File: src/rtl/alu_pkg.sv
// alu_pkg: shared definitions for the registered ALU.
//   OP_*          : opcode encodings
//   OP_INV_*      : unused opcode range that flags an invalid operation
//   is_invalid()  : invalid-operation decode shared by the datapath
package alu_pkg;

    localparam int OP_W = 3;

    localparam logic [OP_W-1:0] OP_AND = 3'b000;
    localparam logic [OP_W-1:0] OP_XOR = 3'b001;
    localparam logic [OP_W-1:0] OP_ADD = 3'b010;
    localparam logic [OP_W-1:0] OP_MUL = 3'b011;
    localparam logic [OP_W-1:0] OP_SHL = 3'b100;
    localparam logic [OP_W-1:0] OP_ROL = 3'b101;
    localparam logic [OP_W-1:0] OP_INV_LO = 3'b110;
    localparam logic [OP_W-1:0] OP_INV_HI = 3'b111;

    // Reductions only make sense for AND/XOR; any other opcode with a
    // reduction request is treated as an illegal combination.
    function automatic logic is_invalid(input logic [OP_W-1:0] opcode,
                                        input logic            red_any);
        logic bad_op;
        logic red_ok;
        bad_op = (opcode == OP_INV_LO) || (opcode == OP_INV_HI);
        red_ok = (opcode == OP_AND) || (opcode == OP_XOR);
        return bad_op || (red_any && !red_ok);
    endfunction

endpackage

File: src/rtl/alu_if.sv
// alu_if: operand/control/result bundle for the registered ALU.
//   master : drives A, B, cin, red_op_A/B, bypass_A/B, opcode; receives results
//   slave  : the ALU side; receives operands, drives Out, Odd_parity, Invalid
interface alu_if
    import alu_pkg::*;
#(
    parameter int bits = 4
);
    logic [bits-1:0] A;
    logic [bits-1:0] B;
    logic            cin;
    logic            red_op_A;
    logic            red_op_B;
    logic            bypass_A;
    logic            bypass_B;
    logic [OP_W-1:0] opcode;
    logic [bits:0]   Out;
    logic            Odd_parity;
    logic            Invalid;

    modport master (
        output A, B, cin, red_op_A, red_op_B, bypass_A, bypass_B, opcode,
        input  Out, Odd_parity, Invalid
    );

    modport slave (
        input  A, B, cin, red_op_A, red_op_B, bypass_A, bypass_B, opcode,
        output Out, Odd_parity, Invalid
    );

endinterface

File: src/rtl/alu_core.sv
// alu_core: combinational datapath of the ALU.
//   Inputs : A, B (bits), cin, red_op_A, red_op_B, bypass_A, bypass_B, opcode
//   Outputs: result (bits+1) = next Out, parity = XOR of result,
//            invalid = invalid-operation flag (independent of bypass)
module alu_core
    import alu_pkg::*;
#(
    parameter int bits = 4
) (
    input  logic [bits-1:0] A,
    input  logic [bits-1:0] B,
    input  logic            cin,
    input  logic            red_op_A,
    input  logic            red_op_B,
    input  logic            bypass_A,
    input  logic            bypass_B,
    input  logic [OP_W-1:0] opcode,
    output logic [bits:0]   result,
    output logic            parity,
    output logic            invalid
);

    logic [bits:0] a_ext;
    logic [bits:0] b_ext;
    logic [bits:0] c_ext;

    assign a_ext = {1'b0, A};
    assign b_ext = {1'b0, B};
    assign c_ext = {{bits{1'b0}}, cin};

    always_comb begin
        result  = '0;
        invalid = is_invalid(opcode, red_op_A | red_op_B);

        if (bypass_A) begin
            result = a_ext;
        end else if (bypass_B) begin
            result = b_ext;
        end else if (invalid) begin
            result = '0;
        end else begin
            case (opcode)
                // red_op_A is tested first so it wins when both are set
                OP_AND: begin
                    if (red_op_A)      result = {{bits{1'b0}}, &A};
                    else if (red_op_B) result = {{bits{1'b0}}, &B};
                    else               result = {1'b0, A & B};
                end
                OP_XOR: begin
                    if (red_op_A)      result = {{bits{1'b0}}, ^A};
                    else if (red_op_B) result = {{bits{1'b0}}, ^B};
                    else               result = {1'b0, A ^ B};
                end
                OP_ADD:  result = a_ext + b_ext + c_ext;
                // product kept to bits+1 width, upper bits dropped
                OP_MUL:  result = a_ext * b_ext;
                OP_SHL:  result = {A, cin};
                OP_ROL:  result = {1'b0, A[bits-2:0], A[bits-1]};
                default: result = '0;
            endcase
        end

        parity = ^result;
    end

endmodule

File: src/rtl/alu.sv
// alu: registered ALU, one cycle latency, one operation per cycle.
//   clk : rising-edge clock
//   rst : asynchronous active-high reset, clears Out/Odd_parity/Invalid
//   bus : alu_if slave port (operands/controls in, registered results out)
module alu #(
    parameter int bits = 4
) (
    input  logic  clk,
    input  logic  rst,
    alu_if.slave  bus
);

    logic [bits:0] next_out;
    logic          next_parity;
    logic          next_invalid;

    alu_core #(
        .bits (bits)
    ) u_core (
        .A        (bus.A),
        .B        (bus.B),
        .cin      (bus.cin),
        .red_op_A (bus.red_op_A),
        .red_op_B (bus.red_op_B),
        .bypass_A (bus.bypass_A),
        .bypass_B (bus.bypass_B),
        .opcode   (bus.opcode),
        .result   (next_out),
        .parity   (next_parity),
        .invalid  (next_invalid)
    );

    always_ff @(posedge clk or posedge rst) begin
        if (rst) begin
            bus.Out        <= '0;
            bus.Odd_parity <= 1'b0;
            bus.Invalid    <= 1'b0;
        end else begin
            bus.Out        <= next_out;
            bus.Odd_parity <= next_parity;
            bus.Invalid    <= next_invalid;
        end
    end

endmodule

File: src/flat_wrapper.sv
// flat-port wrapper written by rule: the top's interface ports become plain ports
module alu_flat 
#(
    parameter int bits = 4
)
  (clk, rst, bus_A, bus_B, bus_cin, bus_red_op_A, bus_red_op_B, bus_bypass_A, bus_bypass_B, bus_opcode, bus_Out, bus_Odd_parity, bus_Invalid);
  alu_if #(.bits(bits)) bus_i ();
  input  logic clk;
  input  logic rst;
  input wire logic [$bits(bus_i.A)-1:0] bus_A;
  input wire logic [$bits(bus_i.B)-1:0] bus_B;
  input wire logic [$bits(bus_i.cin)-1:0] bus_cin;
  input wire logic [$bits(bus_i.red_op_A)-1:0] bus_red_op_A;
  input wire logic [$bits(bus_i.red_op_B)-1:0] bus_red_op_B;
  input wire logic [$bits(bus_i.bypass_A)-1:0] bus_bypass_A;
  input wire logic [$bits(bus_i.bypass_B)-1:0] bus_bypass_B;
  input wire logic [$bits(bus_i.opcode)-1:0] bus_opcode;
  output wire logic [$bits(bus_i.Out)-1:0] bus_Out;
  output wire logic [$bits(bus_i.Odd_parity)-1:0] bus_Odd_parity;
  output wire logic [$bits(bus_i.Invalid)-1:0] bus_Invalid;
  assign bus_i.A = bus_A;
  assign bus_i.B = bus_B;
  assign bus_i.cin = bus_cin;
  assign bus_i.red_op_A = bus_red_op_A;
  assign bus_i.red_op_B = bus_red_op_B;
  assign bus_i.bypass_A = bus_bypass_A;
  assign bus_i.bypass_B = bus_bypass_B;
  assign bus_i.opcode = bus_opcode;
  assign bus_Out = bus_i.Out;
  assign bus_Odd_parity = bus_i.Odd_parity;
  assign bus_Invalid = bus_i.Invalid;
  alu #(.bits(bits)) u_core (.clk(clk), .rst(rst), .bus(bus_i));
endmodule
File: config.mk
export PLATFORM = sky130hd
export DESIGN_NAME = alu_flat
export DESIGN_NICKNAME = d
export VERILOG_FILES = /design/src/rtl/alu_pkg.sv /design/src/rtl/alu_if.sv /design/src/rtl/alu_core.sv /design/src/rtl/alu.sv /design/src/flat_wrapper.sv
export SDC_FILE = /design/constraint.sdc
export NUM_CORES = 1
export LEC_CHECK = 0
export ABC_AREA = 1
export CORE_MARGIN = 5
export CORE_UTILIZATION = 25
export DETAILED_ROUTE_END_ITERATION = 8
export GPL_TIMING_DRIVEN = 0
export PLACE_DENSITY = 0.58
export SLEW_MARGIN = 25
export SYNTH_ARGS = -nofsm -noshare
export SYNTH_HDL_FRONTEND = slang
export SYNTH_HIERARCHICAL = 1
export SYNTH_SLANG_ARGS = --single-unit
export TNS_END_PERCENT = 10
File: constraint.sdc
create_clock -name clk -period 0.8 [get_ports clk]
set_input_delay 0.12 -clock clk [delete_from_list [all_inputs] [get_ports clk]]
set_output_delay 0.12 -clock clk [all_outputs]
set_load 0.005 [all_outputs]
Word level (Yosys, flattened, before mapping)

Index checks and enable logic that the tools add are counted.

Register bits: 7
Input bits: 18
Output and inout port bits: 7
Word-level logic and storage cells: 35

Add/subtract/negate cells: 2
Multiply operators: 1
Equality and inequality tests: 7
Mux-type cells: 8
Bitwise logic cells: 3
Reduce and logical (&&, ||, !) cells: 11

Operator list:

| kind                                           | count |
|---|---|
| case mux 5 bit (6 select lines)                | 1 |
| 2-to-1 mux 4 bit                               | 4 |
| 2-to-1 mux 5 bit                               | 3 |
| == test 3 bit (second input constant)          | 4 |
| AND reduction 4 bit                            | 2 |
| XOR reduction 4 bit                            | 2 |
| == test 3 x 2 -> 1 bit (second input constant) | 2 |
| adder 4 x 4 -> 5 bit                           | 1 |
| adder 5 x 1 -> 5 bit                           | 1 |
| multiplier 4 x 4 -> 5 bit                      | 1 |
| XOR reduction 5 bit                            | 1 |
| bitwise AND 4 bit                              | 1 |
| bitwise XOR 4 bit                              | 1 |
| == test 3 x 1 -> 1 bit (second input constant) | 1 |
| logical NOT 3 bit                              | 1 |
| logical OR 1 bit                               | 3 |
| logical AND 1 bit                              | 1 |
| logical NOT 1 bit                              | 1 |
| OR 1 bit                                       | 1 |

Logic depth before layout (Yosys ltp)

Gate-level depths: netlist of run 1.

Depth after elaboration: 9
Gate-level depth with buffers: 18
Gate-level depth less buffers: 18

Cells and area by module

Netlist of run 1, hierarchy kept.

By module, submodules not included:

| module   | instances | cells an instance | area each (um^2) | seq. area each (um^2) |
|---|---|---|---|---|
| alu_core | 1         | 199               | 1069.8           | 0.0 |
| alu      | 1         | 8                 | 178.9            | 175.2 |

Least setup slack after synthesis of run 1

No wires, ideal clock.

Kind: input -> register
Start: input bus_A[0]
End: register u_core.bus.Odd_parity
Library setup time: 117 ps
Data arrival time: 2538 ps
Required time: 683 ps
Path slack: -1856 ps
Stages: 17
Buffers on the path: 0
Path through: nand2_1 -> fa_1 -> inv_1 -> fa_1 -> inv_1 -> fa_1 -> o21ai_1 -> nor2_1 -> nand2_1 -> nand2_1 -> nand2_1 -> nand2_1 -> nand2_1 -> nand2_1 -> nand2_1 -> nand3_1 -> nand2_1

Longest elaborated chain between the ends: 8

RTL lines:

| item                                                              | RTL line           | source |
|---|---|---|
| start, declared                                                   | flat_wrapper.sv:10 | `input wire logic [$bits(bus_i.A)-1:0] bus_A;` |
| branches (longest 6 deep; another with multiplier 4 x 4 -> 5 bit) | --                 |  |
| 2-to-1 mux 5 bit (*)                                              | alu_core.sv:35     | `if (bypass_A) begin` |
| XOR reduction 5 bit (*)                                           | alu_core.sv:63     | `parity = ^result;` |
| named net u_core.next_parity                                      | alu.sv:14          | `logic next_parity;` |
| end signal, assigned                                              | alu.sv:40          | `bus.Odd_parity <= next_parity;` |
| end, declared                                                     | alu_if.sv:28       | `output Out, Odd_parity, Invalid` |

Mark *: on every way through the listed nets, which the timed path passes.

Final worst setup path of run 1

Start: input bus_A[2]
End: register u_core.bus.Odd_parity

The elaborated chain is that of the path after synthesis.

==> impl_metrics.py, run 1 <==
metrics = {
    "synth": {
        "muxShareOfSynthArea": 0,
        "yosys.area_share.simple": 0.427,
        "synth_top_family_by_area": "simple AND/OR/NAND/NOR gates",
        "seq_area_frac_synth": 0.140,
        "synth_area_leader_cell": "nand2_1",
        "netlist_area_mm2": 0.00125,
        "syn_inst": 207,
        "synth_compound_area_frac": 0.0892,
        "synth_enable_flop_cells": 0,
        "ys_top_cells_by_area": "nand2_1 22%, dfrtp_1 14%, ha_1 12%, inv_1 9.0%, nand3_1 8.8%",
        "yosysMostFrequentCell": "nand2_1",
        "synth-main-ff-cell": "dfrtp_1",
        "async_flop_share": 1.00,
        "synth_top_area_share": 0.216,
        "ys_seq_elements": 7,
        "syn_area_per_cell_um2": 6.03,
        "yosysUniqueCellTypes": 24,
        "synthXorXnorAreaFrac": 0.0281,
        "syn_nets": 242,
        "synth_fa_ha_area_frac": 0.200,
        "synth_commonest_cells": "72 x nand2_1, 30 x inv_1, 23 x nor2_1",
        "ys_warn_count": 6,
    },
    "floorplan": {
        "core_mm2": 0.00479,
        "die_area_mm2": 0.00651,
        "ioPinCount": 25,
        "rows": 25,
        "die_w_um": 80.7,
        "die_y_um": 80.7,
        "start_util": 0.261,
    },
    "placed_design": {
        "dp.final_hpwl_mm": 2.70,
        "port_buffers": 22,
        "dp.cells": 296,
        "dpl_cell_area_mm2": 0.00158,
        "gp_congestion": 0.827,
        "post-place-ws_ps": -2750,
    },
    "global_routing": {
        "gr-total-overflow": 0,
        "grt_first_pass_wirelength_mm": 5.79,
        "antenna_found_initial": 0,
        "grt_pass1_vias": 1273,
        "grt_usage": 0.114,
        "grt_max_degree": 11,
    },
    "sta": {
        "worst_slack_ps": -1780,
        "slew_headroom": 0.741,
        "setup_tns_ps": -7680,
        "final_hold_viol_count": 0,
        "worstMarginPinSlew_ps": 388,
        "setup_violations": 6,
        "fin_crit_ps": 2580,
        "timing.final.crit_share": 3.22,
        "rsz0062_at_grt": "true",
        "fmax_ghz": 0.388,
        "final_max_slew_viol_count": 0,
    },
    "setup_path": {
        "crit_chain": "buf_12 > nand2_8 > fa_1 > inv_1 > fa_1 > inv_2 > fa_2 > xor2_2 > xor2_1 > nor2_1 > nand3b_1 > nand2_1 > nand3_1 > nand3_1 > nand2_1",
        "crit_family": "adder cells",
        "slowest_stage": "fa_1",
        "critical-path-max-stage-delay_ps": 520,
        "arrival_ps": 2680,
        "startpoint_type": "input pin",
        "crit_path_start": "bus_A[2]",
        "critical_path_class": "in2reg",
        "critPathMaxFanout": 6,
        "cp.required_ps": 910,
        "cp.depth": 15,
        "crit_buf_inv": 3,
        "endpoint_kind": "flip-flop",
    },
    "clocking": {
        "clock_sinks": 7,
        "numCtsBuffers": 3,
        "root_buffer": "clkbuf_8",
        "cts_hold_buffers": 0,
        "htreeDepth": 1,
        "clkTransAtPathRegs_ps": 40,
        "cts_buffer_depth": 2,
        "cts_setup_buffers": 0,
        "cts_tree": "built",
    },
    "final_layout": {
        "fillCellCount": 522,
        "final_area_mm2": 0.00164,
        "nets": 269,
        "finish.utilization": 0.342,
        "area_growth_pct": 31.3,
        "regArea_um2": 175,
        "layout-drive-gt1-share": 0.185,
        "multi_input_area_um2": 987,
        "antenna_cells": 0,
        "fin_cells": 300,
    },
    "pwr": {
        "p_per_area_mw_per_mm2": 1020,
        "leakagePower_nw": 0.863,
        "peakVddDrop_uv": 393,
    },
    "drt": {
        "drtAntennaViolNets": 0,
        "wire_per_inst_um": 11.2,
        "avgViaCountPerCell": 4.41,
        "wirelength_mm": 3.37,
        "first_iter_violations": 135,
        "drt_pass1_iterations": 4,
        "vias": 1323,
        "drc": 0,
    },
    "status": {
        "failed_checks": "negative setup slack",
        "status": "finished with violations",
    },
    "min_path": {
        "hp-class": "in2async",
    },
    "job": {
        "max_cap_violations": 0,
    },
}
-- area by class of cell --
type | instances | share of cell area
multi-input combinational | 165 | 0.602
timing repair buffer | 22 | 0.124
sequential | 7 | 0.107
inverter | 32 | 0.0733
tap | 67 | 0.0511
clock buffer | 4 | 0.0275
buffer | 3 | 0.0145
-- layout by cell type, fill, tap and decap left out, drive strengths merged --
master	count
clkbuf	11
clkdlybuf4s50	4
buf	9
a31oi	1
o21bai	1
nand4	4
ha	12
nand3	22
nor2	24
a21oi	13
nor3	2
nand3b	1
dfrtp	7
o21ai	2
dlygate4sd2	5
inv	32
nand2	73
or2	1
fa	5
xor2	4
-- metrics by stage --
step | hold WS [ps] | total power [mW]
3_5_place_dp | 363 | 1.20
3_3_place_gp | 356 | 1.20
4_1_cts | 131 | 1.70
2_1_floorplan | -76.6 | 0.898
6_report | 126 | 1.68
5_1_grt | 154 | 1.85
-- cell families after synthesis --
family                     count (synthesis)
DFF                                        7
AOI/OAI and AO/OA                         17
xor gates and xnor gates                   4
adders and majority gates                 17
buffers and inverters                     35
and+or+nand+nor                          127
-- sequential cells by signal, indices dropped and copies added (netlist names) --
signal and count:
u_core/bus.Invalid 1, u_core/bus.Odd_parity 1, u_core/bus.Out 5
-- worst paths after layout --
path / endpoint / slack (ps)
setup / recovery: u_core/bus.Odd_parity / -1780
min in group clk: u_core/bus.Out[2] / 270
max in group asynchronous: u_core/bus.Invalid / 480
hold / removal: u_core/bus.Out[3] / 130
-- per-layer routing --
layer / up-vias / part of all wire / GRT usage
met4: 0 / 0.0092 / 0.0405
met1: 584 / 0.47 / 0.154
met5: - / 0 / 0
met3: 4 / 0.048 / 0.0123
li1: 708 / - / -
met2: 27 / 0.47 / 0.188
-- what timing repair did --
action	4_1_cts	5_1_grt
setup endpoints to repair	14	13
resized for setup	70	11
pin swaps	4	3
-- power by group --
part / leakage, nW / switching [mW] / total (mW) / internal (mW)
sequential: 0.0828 / 0.00684 / 0.395 / 0.388
clock: 0.0228 / 0.133 / 0.476 / 0.343
combinational: 0.758 / 0.474 / 0.808 / 0.335
Note: power is estimated with default switching activity, not from simulation.
==> run 2, diff against run 1 <==
--- a/config.mk
+++ b/config.mk
@@ -5,12 +5,13 @@
 export SDC_FILE = /design/constraint.sdc
 export NUM_CORES = 1
 export LEC_CHECK = 0
-export ABC_AREA = 1
+export ABC_AREA = 0
 export CORE_MARGIN = 5
 export CORE_UTILIZATION = 25
+export CTS_CLUSTER_DIAMETER = 150
 export DETAILED_ROUTE_END_ITERATION = 8
 export GPL_TIMING_DRIVEN = 0
-export PLACE_DENSITY = 0.58
+export PLACE_DENSITY = 0.6
 export SLEW_MARGIN = 25
 export SYNTH_ARGS = -nofsm -noshare
 export SYNTH_HDL_FRONTEND = slang
==> impl_metrics.py, run 2 <==
metrics = {
    "status": {
        "status": "finished with violations",
        "failed_checks": "negative setup slack",
    },
    "floorplan": {
        "die_y_um": 73.2,
        "rows": 23,
        "start_util": 0.253,
        "die_w_um": 73.2,
        "ioPinCount": 25,
        "core_mm2": 0.00394,
        "die_area_mm2": 0.00536,
    },
    "synth": {
        "yosysUniqueCellTypes": 40,
        "ys_top_cells_by_area": "dfrtp_1 18%, ha_1 15%, fa_1 10%, xnor2_1 7.0%, a21oi_1 3.5%",
        "seq_area_frac_synth": 0.175,
        "synth_enable_flop_cells": 0,
        "ys_seq_elements": 7,
        "synth_area_leader_cell": "dfrtp_1",
        "netlist_area_um2": 998,
        "synth_top_area_share": 0.175,
        "yosysMostFrequentCell": "ha_1",
        "syn_area_per_cell_um2": 9.16,
        "syn_inst": 109,
        "synth-main-ff-cell": "dfrtp_1",
        "async_flop_share": 1.00,
        "syn_nets": 144,
        "synth_commonest_cells": "12 x ha_1, 8 x inv_1, 8 x xnor2_1",
        "ys_warn_count": 6,
    },
    "setup_path": {
        "cp.required_ps": 900,
        "endpoint_kind": "flip-flop",
        "critical_path_class": "in2reg",
        "startpoint_type": "input pin",
        "critPathMaxFanout": 7,
        "arrival_ps": 3170,
    },
    "global_routing": {
        "gr-total-overflow": 0,
        "antenna_found_initial": 0,
        "grt_usage": 0.107,
        "grt_pass1_vias": 945,
        "grt_first_pass_wirelength_mm": 4.37,
        "grt_max_degree": 11,
    },
    "final_layout": {
        "finish.utilization": 0.354,
        "layout_commonest_cell": "ha_1",
        "antenna_cells": 0,
        "mostFrequentLayoutCells": "12 x ha_1, 10 x clkbuf_2, 7 x inv_1, 7 x dfrtp_1, 7 x xnor2_1",
        "fillCellCount": 389,
        "reg.largest.list": "u_core/bus.Out (5), u_core/bus.Invalid (1), u_core/bus.Odd_parity (1)",
        "nets": 174,
        "top_register": "u_core/bus.Out",
        "final_area_mm2": 0.00139,
        "area_growth_pct": 39.6,
        "multi_input_area_um2": 831,
        "layout-drive-gt1-share": 0.275,
        "regArea_um2": 175,
        "largest_register_ff_count": 5,
    },
    "sta": {
        "rsz0062_at_grt": "true",
        "whs_ps": 118,
        "final_max_slew_viol_count": 0,
        "slew_headroom": 0.661,
        "setup_violations": 9,
        "fmax_ghz": 0.326,
        "setup_tns_ps": -8980,
        "fin_crit_ps": 3070,
        "timing.final.crit_share": 3.84,
        "worstMarginPinSlew_ps": 504,
        "worst_slack_ps": -2270,
        "final_hold_viol_count": 0,
    },
    "placed_design": {
        "dp.final_hpwl_mm": 2.15,
        "gp_congestion": 0.896,
        "dpl_cell_area_mm2": 0.00132,
        "port_buffers": 23,
    },
    "drt": {
        "vias": 945,
        "routedLengthMet1_mm": 1.16,
        "drt_pass1_iterations": 4,
        "wl_met2_mm": 1.33,
        "drtAntennaViolNets": 0,
        "wirelength_mm": 2.73,
        "avgViaCountPerCell": 5.03,
        "drc": 0,
        "first_iter_violations": 35,
        "wire_per_inst_um": 14.5,
        "highest_layer": "met4",
        "route.met3.wl_um": 175,
    },
    "clocking": {
        "numCtsBuffers": 3,
        "clock_sinks": 7,
        "cts_buffer_depth": 2,
        "root_buffer": "clkbuf_8",
        "htreeDepth": 1,
        "clkTransAtPathRegs_ps": 40,
        "cts_tree": "built",
        "cts_hold_buffers": 0,
    },
    "pwr": {
        "p_per_area_mw_per_mm2": 1170,
        "peakVddDrop_uv": 271,
        "leakagePower_nw": 0.634,
    },
    "min_path": {
        "hp-class": "in2async",
    },
    "job": {
        "max_cap_violations": 0,
    },
}
run 2: stage by stage:
step | total power [mW] | std cells | worst slack, ps
2_1_floorplan | 0.839 | 109 | -2310
3_3_place_gp | 1.13 | 182 | -3270
3_5_place_dp | 1.16 | 182 | -3310
4_1_cts | 1.66 | 187 | -2280
5_1_grt | 1.74 | 188 | -2360
6_report | 1.63 | 188 | -2270
run 2: path summary, 6_finish.rpt:
path	startpoint	end	slack, ps	cells past startpoint
setup / recovery	bus_B[1]	u_core/bus.Odd_parity	-2270	14
hold / removal	rst	u_core/bus.Invalid	120	2
max in group asynchronous	rst	u_core/bus.Out[3]	480	2
min in group clk	bus_A[2]	u_core/bus.Out[2]	170	3
run 2: cell type report:
cell class                      instances  area share
Inverter                                8      0.0215
Tap cell                               50      0.0449
Timing Repair Buffer                   25       0.171
Buffer                                  2     0.00808
Clock buffer                            4      0.0323
Multi-Input combinational cell         92       0.596
Sequential cell                         7       0.126
run 2: cells by family after synthesis:
| kind of cell | count (synthesis) | synth area share |
|---|---|---|
| DFF | 7 | 0.175 |
| muxes | 7 | 0.0752 |
| AOI/OAI and AO/OA | 27 | 0.182 |
| and+or+nand+nor | 29 | 0.154 |
| adders and majority gates | 18 | 0.262 |
| buffers and inverters | 10 | 0.0414 |
| xor gates and xnor gates | 11 | 0.110 |
run 2: worst max-delay path: stages:
cell     delay [ps]
buf_12          110
nand2_8          40
fa_1            520
inv_1            50
fa_1            490
inv_2            40
fa_2            350
xnor2_2         150
xnor2_1         200
xnor2_1          90
or3_1           320
a21oi_2         200
mux2_4          320
xnor3_1         180
run 2: power by group:
group	leakage, nW	switching [mW]	total [mW]	internal (mW)
Combinational	0.526	0.361	0.736	0.375
Sequential	0.0848	0.00886	0.404	0.395
Clock	0.0228	0.142	0.486	0.344
Total	0.634	0.512	1.63	1.11
run 2: what timing repair did:
action	4_1_cts	5_1_grt
pin swaps	4	6
resized for setup	63	23
endpoints found under the setup margin	14	14
setup buffers	1	1
run 2: routing by layer:
metal / track usage / up-vias
met2: 0.190 / 26
met5: 0 / -
li1: - / 454
met1: 0.120 / 457
met4: 0.0553 / 0
met3: 0.0207 / 8
